## src/rtl/countdown_display.sv

```systemverilog
// Seconds-to-7-segment display driver: sequential double-dabble BCD conversion
// with leading-zero blanking. Define COUNTDOWN_BLINK_EN to blink the display while done is high.
module countdown_display #(
  parameter int BLINK_CYCLES = 25000000
) (
  input  logic       clk,
  input  logic       rst,
  input  logic [7:0] t,
  input  logic       done,
  output logic [6:0] hex0,
  output logic [6:0] hex1,
  output logic [6:0] hex2,
  output logic       busy
);

  // state  | meaning
  // IDLE   | waiting for a new t value (or the forced post-reset conversion)
  // CONV   | one double-dabble shift step per cycle, 8 steps
  // UPDATE | latch decoded digits into the segment registers
  typedef enum logic [1:0] {IDLE, CONV, UPDATE} state_t;

  localparam logic [6:0] SEG_OFF = 7'h7F;

  state_t      state, state_nx;
  logic        pending, pending_nx;
  logic [7:0]  t_last, t_last_nx;
  logic [19:0] sr, sr_nx, sr_adj;
  logic [2:0]  step, step_nx;
  logic [6:0]  seg0, seg1, seg2;
  logic [6:0]  seg0_nx, seg1_nx, seg2_nx;
  logic        blank_nx;

  function automatic logic [6:0] dec(input logic [3:0] d);
    logic [6:0] s;
    case (d)
      4'd0:    s = 7'h40;
      4'd1:    s = 7'h79;
      4'd2:    s = 7'h24;
      4'd3:    s = 7'h30;
      4'd4:    s = 7'h19;
      4'd5:    s = 7'h12;
      4'd6:    s = 7'h02;
      4'd7:    s = 7'h78;
      4'd8:    s = 7'h00;
      4'd9:    s = 7'h10;
      default: s = SEG_OFF;
    endcase
    return s;
  endfunction

  always_comb begin
    sr_adj = sr;
    if (sr[19:16] >= 4'd5) sr_adj[19:16] = sr[19:16] + 4'd3;
    if (sr[15:12] >= 4'd5) sr_adj[15:12] = sr[15:12] + 4'd3;
    if (sr[11:8]  >= 4'd5) sr_adj[11:8]  = sr[11:8]  + 4'd3;
  end

  always_comb begin
    state_nx   = state;
    pending_nx = pending;
    t_last_nx  = t_last;
    sr_nx      = sr;
    step_nx    = step;
    seg0_nx    = seg0;
    seg1_nx    = seg1;
    seg2_nx    = seg2;
    case (state)
      IDLE: begin
        if (pending || (t != t_last)) begin
          state_nx   = CONV;
          t_last_nx  = t;
          pending_nx = 1'b0;
          sr_nx      = {12'd0, t};
          step_nx    = 3'd0;
        end
      end
      CONV: begin
        sr_nx   = {sr_adj[18:0], 1'b0};
        step_nx = step + 3'd1;
        if (step == 3'd7) state_nx = UPDATE;
      end
      UPDATE: begin
        seg0_nx  = dec(sr[11:8]);
        seg1_nx  = ((sr[19:16] == 4'd0) && (sr[15:12] == 4'd0)) ? SEG_OFF : dec(sr[15:12]);
        seg2_nx  = (sr[19:16] == 4'd0) ? SEG_OFF : dec(sr[19:16]);
        state_nx = IDLE;
      end
      default: state_nx = IDLE;
    endcase
  end

`ifdef COUNTDOWN_BLINK_EN
  localparam int CW = (BLINK_CYCLES > 1) ? $clog2(BLINK_CYCLES) : 1;

  logic          phase, phase_nx;
  logic [CW-1:0] cnt, cnt_nx;

  always_comb begin
    phase_nx = phase;
    cnt_nx   = cnt;
    if (!done) begin
      phase_nx = 1'b0;
      cnt_nx   = '0;
    end else if (cnt == CW'(BLINK_CYCLES - 1)) begin
      phase_nx = ~phase;
      cnt_nx   = '0;
    end else begin
      cnt_nx = cnt + CW'(1);
    end
  end

  always_ff @(posedge clk or negedge rst) begin
    if (!rst) begin
      phase <= 1'b0;
      cnt   <= '0;
    end else begin
      phase <= phase_nx;
      cnt   <= cnt_nx;
    end
  end

  assign blank_nx = phase_nx;
`else
  logic unused_blink;
  assign unused_blink = done ^ (BLINK_CYCLES == 0);
  assign blank_nx     = 1'b0;
`endif

  always_ff @(posedge clk or negedge rst) begin
    if (!rst) begin
      state   <= IDLE;
      pending <= 1'b1;
      t_last  <= 8'd0;
      sr      <= 20'd0;
      step    <= 3'd0;
      seg0    <= SEG_OFF;
      seg1    <= SEG_OFF;
      seg2    <= SEG_OFF;
      hex0    <= SEG_OFF;
      hex1    <= SEG_OFF;
      hex2    <= SEG_OFF;
    end else begin
      state   <= state_nx;
      pending <= pending_nx;
      t_last  <= t_last_nx;
      sr      <= sr_nx;
      step    <= step_nx;
      seg0    <= seg0_nx;
      seg1    <= seg1_nx;
      seg2    <= seg2_nx;
      // Outputs follow the next-cycle digits so a new conversion and a blink phase flip land on the same edge.
      hex0    <= blank_nx ? SEG_OFF : seg0_nx;
      hex1    <= blank_nx ? SEG_OFF : seg1_nx;
      hex2    <= blank_nx ? SEG_OFF : seg2_nx;
    end
  end

  assign busy = (state != IDLE);

endmodule

```

## config.mk

```make
export PLATFORM = sky130hd
export DESIGN_NAME = countdown_display
export DESIGN_NICKNAME = d
export VERILOG_FILES = /design/src/rtl/countdown_display.sv
export SDC_FILE = /design/constraint.sdc
export NUM_CORES = 1
export LEC_CHECK = 0
export ABC_AREA = 1
export BUFFER_PORTS_ARGS = -buffer_cell sky130_fd_sc_hd__buf_2
export CAP_MARGIN = 10
export CORE_ASPECT_RATIO = 0.5
export CORE_UTILIZATION = 60
export CTS_CLUSTER_SIZE = 28
export DETAILED_ROUTE_END_ITERATION = 10
export PLACE_DENSITY = 0.92
export SYNTH_ARGS = -nofsm -noshare
export SYNTH_HDL_FRONTEND = slang
export SYNTH_SLANG_ARGS = --single-unit
```

## constraint.sdc

```tcl
create_clock -name clk -period 2.6 [get_ports clk]
set_input_delay 0.26 -clock clk [delete_from_list [all_inputs] [get_ports clk]]
set_output_delay 0.26 -clock clk [all_outputs]
set_load 0.05 [all_outputs]
```

# ---- After elaboration in Yosys (flattened, before gate mapping)
# Memories as Yosys holds them, arrays and structs flattened. A register that Yosys moved wholly into a read port is not among the register bits.
# Index checks and enable logic that the tools add are counted.
dict set report totals {
  reg_bits 48
  latchBits 0
  ram_bits 0
  mem_bits_ro 336
  in_bits 11
  output_inout_bits 22
  wordCells 46
  mem_count 3
}
# memory depth width rd rd_clocked_by_memory_dff wr line_no
set memory_table {}
lappend memory_table {{(name not given)} 16 7 1 1 0 35} ;# case (d)
lappend memory_table {{(name not given)} 16 7 1 0 0 35}
lappend memory_table {{(name not given)} 16 7 1 0 0 35}
dict set report classes {
  add_sub_neg 4
  n_mul 0
  div_mod_pow 0
  order_cmp 3
  eq_ne 6
  shifts 0
  n_mux 12
  bitwise 0
  reduce_logical 11
}
# op n
set op_table {}
lappend op_table {{$pmux 20 s2} 1}
lappend op_table {{$mux 20} 1}
lappend op_table {{$mux 7} 2}
lappend op_table {{$ge 4x3->1 const B} 3}
lappend op_table {{$add 4x2->4 const B} 2}
lappend op_table {{$logic_not 4->1} 2}
lappend op_table {{$mux 4} 2}
lappend op_table {{$ne 8x8->1} 1}
lappend op_table {{$mux 3} 2}
lappend op_table {{$pmux 3 s2} 1}
lappend op_table {{$reduce_and 2->1} 3}
lappend op_table {{$mux 2} 2}
lappend op_table {{$ne 2x2->1 const B} 2}
lappend op_table {{$pmux 2 s2} 1}
lappend op_table {{$reduce_bool 2->1} 2}
lappend op_table {{$add 3x1->3 const B} 1}
lappend op_table {{$add 3x2->3 const B} 1}
lappend op_table {{$eq 3x3->1 const B} 1}
lappend op_table {{$eq 2x1->1 const B} 1}
lappend op_table {{$eq 2x2->1 const B} 1}
lappend op_table {{$logic_not 2->1} 1}
lappend op_table {{$logic_and 1x1->1} 1}
lappend op_table {{$logic_not 1->1} 1}
lappend op_table {{$logic_or 1x1->1} 1}

# ---- Longest topological paths before layout
dict set report depth {
  depth_word 4
  ltp_mapped 12
  depth_no_buf 11
}

# ---- Worst setup path before layout
# OpenSTA, ideal clock, no wires.
dict set report synth_path {
  kind {register to register}
  start {register sr[8]}
  end {register sr[11]}
  setup_ns 0.125
  arrival_ns 1.236
  t_required_ns 2.475
  path_slack_ns 1.239
  path_stages_with_launch 7
  n_path_buf 0
  period_less_slack_ns 1.361
  cell_sequence {dfrtp_1 inv_1 ha_1 a31oi_2 inv_1 o221ai_1 nand2_1}
}
dict set report synth_via {
  elab_chain_len 3
  elab_cells_between_ends 4
}
# element line_no
set synth_lines {}
lappend synth_lines {{start, declared} 27} ;# logic [19:0] sr, sr_nx, sr_adj;
lappend synth_lines {{start signal, assigned} 146} ;# sr <= sr_nx;
lappend synth_lines {{$add 4x2->4 / $ge 4x3->1 (equally long branches)} 55} ;# if (sr[11:8] >= 4'd5) sr_adj[11:8] = sr[11:8] + 4'd3;
lappend synth_lines {{$mux 4 (*)} 55}
lappend synth_lines {{$pmux 20 s2 (*)} 67} ;# case (state)
# Every way passes the cells marked *; elsewhere a longest branch is shown, timed or not.
# A chain may end at the register's enable or synchronous reset.

# ---- Worst setup path in the final report
dict set report layout_path {
  start {register sr[12]}
  end {register sr[15]}
}
dict set report layout_via {
  elab_chain_len 3
  elab_cells_between_ends 4
}
# element line_no
set layout_lines {}
lappend layout_lines {{$add 4x2->4 / $ge 4x3->1 (equally long branches)} 54} ;# if (sr[15:12] >= 4'd5) sr_adj[15:12] = sr[15:12] + 4'd3;
lappend layout_lines {{$mux 4 (*)} 54}
lappend layout_lines {{$pmux 20 s2 (*)} 67}
# Marks and branches as above.

==> flow_metrics.tcl <==
set metrics [dict create \
    nets 440 \
    cp_max_fo 8 \
    cp-start-kind "register" \
    synthCells 378 \
    cts_num_sinks 55 \
    hold_path.class "in -> async" \
    num_rows 17 \
    synth_fp_nets 409 \
    num_antenna_cells 0 \
    holdBufCountCts 0 \
    synth_cell_type_count 32 \
    crit_arrival_ns 1.86 \
    io_buffers 31 \
    drv_cap 0 \
    maxSlewViolCount 0 \
    drtPass1Iterations 5 \
    dp.cells 468 \
    cts_resized 0 \
    fin_ws_ns 0.930 \
    r2r.worst_path.cells 8 \
    clockRootBuffer "clkbuf_8" \
    final_common_cell "nand2_1" \
    ff2ff_setup_slack_ns 0.93 \
    cts_buffers 5 \
    r2r-start "sr[12]$_DFFE_PN0P_" \
    path_clk_slew_ns 0.09 \
    r2r-end "sr[15]$_DFFE_PN0P_" \
    timing.final.crit_period_ns 1.67 \
    setup_viol 0 \
    dpl_cell_area_sq_um 3240 \
    cp-startpoint "sr[12]$_DFFE_PN0P_" \
    final_area_sq_um 3320 \
    cts_tree "done" \
    place.gp.congestion 0.872 \
    final_cell_mix "92 x nand2_1, 43 x inv_1, 43 x nor2_1, 33 x dfrtp_1, 31 x buf_2" \
    routed_wl_microns 6140 \
    ys_warn_count 0 \
    rsz0062_at_grt "false" \
    ios 33 \
    drt_iter0_markers 151 \
    fin_cells 476 \
    cts_buffer_depth 2 \
    seq_area_frac_synth 0.461 \
    required_ns 2.79 \
    dp_hpwl_microns 4410 \
    status "complete, no violations" \
    die_w_microns 103 \
    relSlewSlack 0.386 \
    num_vias 2606 \
    grt_overflow 0 \
    area_delta_synth_final_pct 9.03 \
    die-area_sq_um 5390 \
    peakVddDrop_mv 0.716 \
    drc_errors 0 \
    ys_ff_latch 55 \
    p_leak_nw 1.71 \
    vias_per_cell 5.47 \
    wire_per_inst_microns 12.9 \
    core-area_sq_um 4640 \
    power_density_nw_per_um2 1440 \
    pre_cts_ws_ns 1.01 \
    grt_max_degree 43 \
    fmax_ghz 0.599 \
    worstSetupPathType "reg -> reg" \
    fin_util 0.717 \
    syn_area_per_cell_sq_um 8.06 \
    grt_usage 0.246 \
    tns_ns 0 \
    setup.worst_path.end "sr[15]$_DFFE_PN0P_" \
    synth_area_sq_um 3050 \
    cp-end-kind "register" \
    grt_antenna_before_repair 0 \
    drive_gt1_frac 0.185 \
    fin_skew_ns 0.00851 \
    timing_hold_violations_final 0 \
    cts_htree_levels 2 \
    worstMarginPinSlew_ns 0.922 \
    dieHeight_microns 52.4 \
    ant_nets 0 \
    initial_core_util 0.657 \
    grt_pass1_wl_microns 10100 \
    cts_setup_buffers 0 \
    grt_pass1_vias 2324 \
    clk_latency_ns 0.30 \
    period_share 0.642 \
]
routing by layer:
layer	track usage	share of wire	vias to the layer above
met5	0	0	-
met4	0.0986	0.016	0
met3	0.0427	0.063	16
met2	0.412	0.46	103
met1	0.322	0.47	1218
li1	-	-	1269
per-stage QoR:
step / hold WS, ns / total power, mW
floorplan: -0.0356 / 3.75
global placement: 0.433 / 4.14
detailed placement: 0.445 / 4.30
CTS: 0.111 / 4.77
global route: 0.153 / 5.18
finish: 0.0905 / 4.79
cell usage after synthesis (all sizes together):
cell type	instances	share of area
ha	20	0.082
o21a	2	0.0049
o22ai	1	0.0021
a21boi	1	0.0025
xor2	3	0.0086
o211ai	4	0.0099
dfrtp	33	0.27
nand3	29	0.049
a21oi	24	0.041
or2	3	0.0062
clkbuf	4	0.0049
nand2	94	0.12
dfstp	22	0.19
nand4	1	0.0021
o221ai	1	0.0029
o21ai	29	0.048
buf	8	0.021
a31oi	7	0.016
nor2	46	0.061
inv	46	0.057
power breakdown:
group	switching [mW]	total, mW	internal (mW)
sequential	0.341	1.70	1.36
clock	0.257	0.450	0.192
combinational	1.83	2.63	0.803
critical path, stage by stage, from the launching register on:
cell and delay (ns):
dfrtp_1 0.51, inv_1 0.13, ha_1 0.23, inv_1 0.07
o21ai_0 0.07, nand2_1 0.15, inv_1 0.10, o21ai_0 0.21
nand2_1 0.09
kinds of logic (layout without fill, tap and decap cells):
family,Yosys count,after routing,share of synthesized area
compound gates,69,69,0.127
xor+xnor,3,3,0.00862
fa+ha+maj,20,20,0.0821
buf+inv,58,90,0.0829
flops,55,55,0.461
simple gates,173,173,0.239
registers in the layout, summed over array words and instances, names as in the netlist:
register	cells
seg0	7
sr	20
state	2
step	3
seg1	7
seg2	7
pending	1
t_last	8
cell type report:
| type | instances | area (sq um) |
|---|---|---|
| Fill cell | 351 | 1310 |
| Inverter | 46 | 173 |
| Sequential cell | 55 | 1400 |
| Tap cell | 66 | 82.6 |
| Clock buffer | 8 | 80.1 |
| Timing Repair Buffer | 36 | 193 |
| Multi-Input combinational cell | 265 | 1390 |
worst min-delay path by stage:
stage	from	end	slack (ns)	depth (start not counted)
after detailed placement	rst	t_last[0]$_DFFE_PN0P_	0.44	1
after CTS	rst	t_last[3]$_DFFE_PN0P_	0.11	1
final	rst	t_last[0]$_DFFE_PN0P_	0.09	1
after floorplan	rst	sr[0]$_DFFE_PN0P_	-0.04	0
after global routing	rst	sr[19]$_DFFE_PN0P_	0.15	1
after global placement	rst	t_last[0]$_DFFE_PN0P_	0.43	1
No activity file was read; power rests on OpenSTA's default activity.
